==> src/rtl/event_replayer.sv <==
// event_replayer: replays a loaded table of timed per-channel events to a monitor.
// Optional EVENT_REPLAYER_LOOP_EN adds a loop input that restarts playback from DONE.
module event_replayer #(
  parameter int NUM_CH  = 2,
  parameter int DATA_W  = 64,
  parameter int DELAY_W = 32,
  parameter int DEPTH   = 16
) (
  input  logic                     clk,
  input  logic                     rst_n,
  input  logic                     en,
  input  logic                     ld_valid,
  output logic                     ld_ready,
  input  logic [DELAY_W-1:0]       ld_delay,
  input  logic [NUM_CH-1:0]        ld_mask,
  input  logic [NUM_CH*DATA_W-1:0] ld_data,
  input  logic                     start,
  input  logic                     abort,
  input  logic                     clear,
  input  logic                     hold,
`ifdef EVENT_REPLAYER_LOOP_EN
  input  logic                     loop,
`endif
  output logic [NUM_CH*DATA_W-1:0] input_data,
  output logic [NUM_CH-1:0]        new_input,
  output logic                     busy,
  output logic                     done,
  output logic [15:0]              evt_cnt
);
  localparam int AW = $clog2(DEPTH);
  typedef enum logic [1:0] {IDLE, WAIT, FIRE, DONE} state_t;
  state_t state;
  logic [AW:0] cnt;
  logic [AW-1:0] idx, nidx;
  logic [DELAY_W-1:0] dcnt;
  logic [DELAY_W-1:0] delay_mem [DEPTH];
  logic [NUM_CH-1:0] mask_mem [DEPTH];
  logic [NUM_CH*DATA_W-1:0] data_mem [DEPTH];
  logic [NUM_CH*DATA_W-1:0] fire_data;
  logic ld_acc, last, loop_go;
`ifdef EVENT_REPLAYER_LOOP_EN
  assign loop_go = loop;
`else
  assign loop_go = 1'b0;
`endif
  // cnt[AW] set means the table holds DEPTH entries (DEPTH is a power of two)
  assign ld_ready = state == IDLE && !cnt[AW] && !clear;
  assign ld_acc = ld_valid && ld_ready && en;
  assign nidx = idx + 1'b1;
  assign last = {1'b0, idx} == cnt - 1'b1;
  for (genvar i = 0; i < NUM_CH; i++) begin : g_lane
    assign fire_data[i*DATA_W +: DATA_W] = mask_mem[idx][i] ? data_mem[idx][i*DATA_W +: DATA_W] : '0;
  end
  always_ff @(posedge clk) begin
    if (ld_acc) begin
      delay_mem[cnt[AW-1:0]] <= ld_delay;
      mask_mem[cnt[AW-1:0]] <= ld_mask;
      data_mem[cnt[AW-1:0]] <= ld_data;
    end
  end
  always_ff @(posedge clk or negedge rst_n) begin
    if (!rst_n) begin
      state <= IDLE;
      cnt <= '0;
      idx <= '0;
      dcnt <= '0;
      evt_cnt <= '0;
      new_input <= '0;
      input_data <= '0;
      busy <= 1'b0;
      done <= 1'b0;
    end else if (en) begin
      new_input <= '0;
      input_data <= '0;
      done <= 1'b0;
      if (state == IDLE && clear) cnt <= '0;
      else if (ld_acc) cnt <= cnt + 1'b1;
      if (abort) begin
        state <= IDLE;
        busy <= 1'b0;
      end else begin
        case (state)
          IDLE: if (start && !clear && cnt != '0) begin
            state <= WAIT;
            idx <= '0;
            dcnt <= delay_mem[AW'(0)];
            evt_cnt <= '0;
            busy <= 1'b1;
          end
          WAIT: if (!hold) begin
            if (dcnt == '0) begin
              state <= FIRE;
              new_input <= mask_mem[idx];
              input_data <= fire_data;
              evt_cnt <= &evt_cnt ? evt_cnt : evt_cnt + 16'd1;
            end else dcnt <= dcnt - 1'b1;
          end
          FIRE: if (last) begin
            state <= DONE;
            done <= 1'b1;
            busy <= 1'b0;
          end else begin
            state <= WAIT;
            idx <= nidx;
            dcnt <= delay_mem[nidx];
          end
          DONE: if (loop_go) begin
            state <= WAIT;
            idx <= '0;
            dcnt <= delay_mem[AW'(0)];
            busy <= 1'b1;
          end else state <= IDLE;
        endcase
      end
    end
  end
endmodule

==> config.mk <==
export PLATFORM = sky130hd
export DESIGN_NAME = event_replayer
export DESIGN_NICKNAME = d
export VERILOG_FILES = /design/src/rtl/event_replayer.sv
export SDC_FILE = /design/constraint.sdc
export NUM_CORES = 2
export LEC_CHECK = 0
export BUFFER_PORTS_ARGS = -buffer_cell sky130_fd_sc_hd__buf_2
export CAP_MARGIN = 20
export CORE_MARGIN = 4
export CORE_UTILIZATION = 60
export CTS_CLUSTER_SIZE = 40
export DETAILED_ROUTE_END_ITERATION = 10
export PLACE_DENSITY = 0.77
export SETUP_SLACK_MARGIN = 0.1
export SYNTH_ARGS = -nofsm -noshare
export SYNTH_HDL_FRONTEND = slang
export SYNTH_SLANG_ARGS = --single-unit
==> constraint.sdc <==
create_clock -name clk -period 18.3 [get_ports clk]
set_input_delay 0.915 -clock clk [delete_from_list [all_inputs] [get_ports clk]]
set_output_delay 0.915 -clock clk [all_outputs]
set_load 0.01 [all_outputs]
==> results.cfg <==
[critical_path]
path_class = flop to flop
critPathRequiredTime_ns = 18.82
setup.worst_path.end_class = flop
arrival_ns = 6.24
crit_path_start_kind = flop
critPathMaxFanout = 46

[clock_network]
clock_path_buffers = 4
cts-htree-levels = 5
cts_tree = done
cts_made_buffers = 288
clk_transition_reported_paths_ns = 0.06
clk_latency_ns = 0.93
clock_sinks = 2783
cts_resized = 0
root_buffer = clkbuf_16

[final_layout]
multiInputGateArea_um2 = 22240
layout_commonest_cell = edfxtp_1
layout_common_cells = edfxtp_1, mux4_2, buf_2
drive_gt1_share_pct = 29.58
fin_nets = 5453
syn_to_final_growth_pct = 12.91
fillers = 10280
instances_no_fill = 7863
seq_area_um2 = 82630

[routing]
wire_per_inst_um = 34.13
vias = 53210
initialDrtViolationCount = 7954
vias_per_cell = 6.768
first_pass_iters = 8
routed_wl_um = 268300
ant_nets = 0
drc = 0

[outcome]
outcome = complete, no violations

[pwr]
ir_drop_mv = 0.1290
leakage_nw = 38.37
power.total_mw = 15.88
p_per_area_nw_per_um2 = 132.0

[yosys]
postSynthAreaPerCell_um2 = 22.04
ys_warn_count = 0
synth_seq_area_share_pct = 77.54
synthCells = 4835
synth_flop_cell = edfxtp_1
synth_nets = 5017
mappedNetlistArea_um2 = 106500
synth-edff-count = 2592
async_flop_share_pct = 6.863
ys_ff_latch = 2783
yosysUniqueCellTypes = 64

[placement]
place_inst = 7318
portBuffers = 318
place_congestion = 0.8350
hpwlAfterDp_um = 130300

[sta]
whs_ns = 0.3539
fmax_ghz = 0.1749
maxSlewViolCount = 0
fin_skew_ns = 0.06602
setup_viol = 0
period_minus_slack_ns = 5.717
min_period_over_period_pct = 31.24
relSlewSlack_pct = 15.28
timing_hold_violations_final = 0
tightest_slew_ns = 1.271
rsz0062_at_grt = no
fin_setup_tns_ns = 0

[grt]
grt_pass1_vias = 55460
grt_max_degree = 171
grt_pass1_wl_um = 391300
antenna_found_initial = 60
overflow = 0
grtUsageTotal_pct = 29.42

[floorplan]
die_area_um2 = 184400
die_x_um = 429.4
fp.dieH_um = 429.4
start_util_pct = 60.43
num_rows = 154
core_region_area_um2 = 176300
ios = 319

[flow_run]
max_cap_viol_count = 0

[hold_path]
min_path_type = input pin to flop
-- stage by stage --
stage	util [%]	area [um2]	setup slack [ns]
after floorplan	-	106500	3.981
after global placement	62.95	111000	12.62
after detailed placement	62.96	111000	12.46
after CTS	68.14	120100	12.68
after global routing	68.21	120300	12.43
final	68.23	120300	12.58
-- cells by family after synthesis --
| kind of cell | count (synthesis) | synth area share, % |
|---|---|---|
| flops | 2783 | 77.54 |
| buf+inv | 480 | 1.715 |
| simple gates | 379 | 1.758 |
| compound gates | 344 | 1.988 |
| xor+xnor | 27 | 0.2220 |
| mux | 810 | 16.63 |
| fa+ha+maj | 12 | 0.1409 |
-- where the power goes --
part           switching, mW  leakage, nW  internal (mW)  total, mW
registers              0.135         25.9           7.07       7.21
logic                   1.57         7.99           1.38       2.95
clock network           2.35         4.48           3.37       5.72
-- layout make-up --
type	instances	area share [%]
Inverter	214	0.6678
Tap cell	2340	2.434
Multi-Input combinational cell	1572	18.49
Antenna cell	43	0.08945
Timing Repair Buffer	412	2.031
Clock inverter	109	0.8768
Sequential cell	2783	68.69
Clock buffer	390	6.719
-- flip-flops by register name, indices dropped and copies added, names as in the netlist, 4 cells and up --
signal,flops
delay_mem,512
cnt,5
input_data,128
mask_mem,32
evt_cnt,16
data_mem,2048
dcnt,32
idx,4
-- critical path, stage by stage, from the launching register on --
cell and delay, ns:
dfrtp_1 0.41, inv_1 0.14, ha_1 0.28, nor3b_1 0.44, nand3_1 0.36, nor2_1 0.29
and3_4 0.65, buf_4 0.84, buf_4 0.82, buf_4 0.83
-- Yosys cell counts (6+ instances only) --
master,n,area (um2)
nand2b_1,7,43.79
a2111oi_0,10,87.58
a21oi_1,42,210.2
nor2_1,32,120.1
nand4_1,11,68.82
mux4_2,768,17300
nand2_1,136,510.5
buf_2,8,40.04
xnor2_1,11,96.34
nor3_1,24,120.1
a211oi_1,7,52.55
buf_1,46,172.7
and4_1,7,61.31
inv_1,214,803.3
xor2_1,16,140.1
o221ai_1,14,122.6
clkbuf_1,210,788.3
ha_1,12,150.1
dfrtp_1,191,4780
edfxtp_1,2592,77830
o211ai_1,8,60.06
nor4_1,14,87.58
o22ai_1,78,488.0
and3_1,14,87.58
a31oi_1,6,37.54
nand3_1,92,460.4
mux2i_1,39,390.4
o21ai_0,135,675.7
a22o_1,8,70.07
or4_1,12,90.09
-- path summary, 6_finish.rpt --
kind	from	end	slack [ns]	cells past startpoint
worst max-delay path	state[1]$_DFFE_PN0P_	data_mem[9][36]$_DFFE_PP_	12.58	9
worst min-delay path	ld_data[115]	data_mem[6][115]$_DFFE_PP_	0.35	1
worst max register to register	state[1]$_DFFE_PN0P_	data_mem[9][36]$_DFFE_PP_	12.58	9
worst min register to register	input_data[11]$_DFFE_PN0P_	input_data[11]$_DFFE_PN0P_	0.52	2
max in group asynchronous	rst_n	input_data[113]$_DFFE_PN0P_	15.55	4
min in group asynchronous	rst_n	evt_cnt[11]$_DFFE_PN0P_	0.53	2
-- per-layer routing --
| layer | up-vias | wire length (um) | share of wire (%) | global-route usage (%) |
|---|---|---|---|---|
| met4 | 8 | 11250 | 4.2 | 11.72 |
| met3 | 557 | 26780 | 10 | 5.494 |
| met2 | 3627 | 136000 | 51 | 48.08 |
| met5 | - | 61 | 0.023 | 0 |
| met1 | 27980 | 94290 | 35 | 40.10 |
| li1 | 21050 | - | - | - |
-- timing repair --
item	4_1_cts	5_1_grt
endpoints found under the hold margin	3	0
setup endpoints to repair	0	0
hold buffers	1	0
buffers inserted	0	0
(Power assumes the default switching activity.)
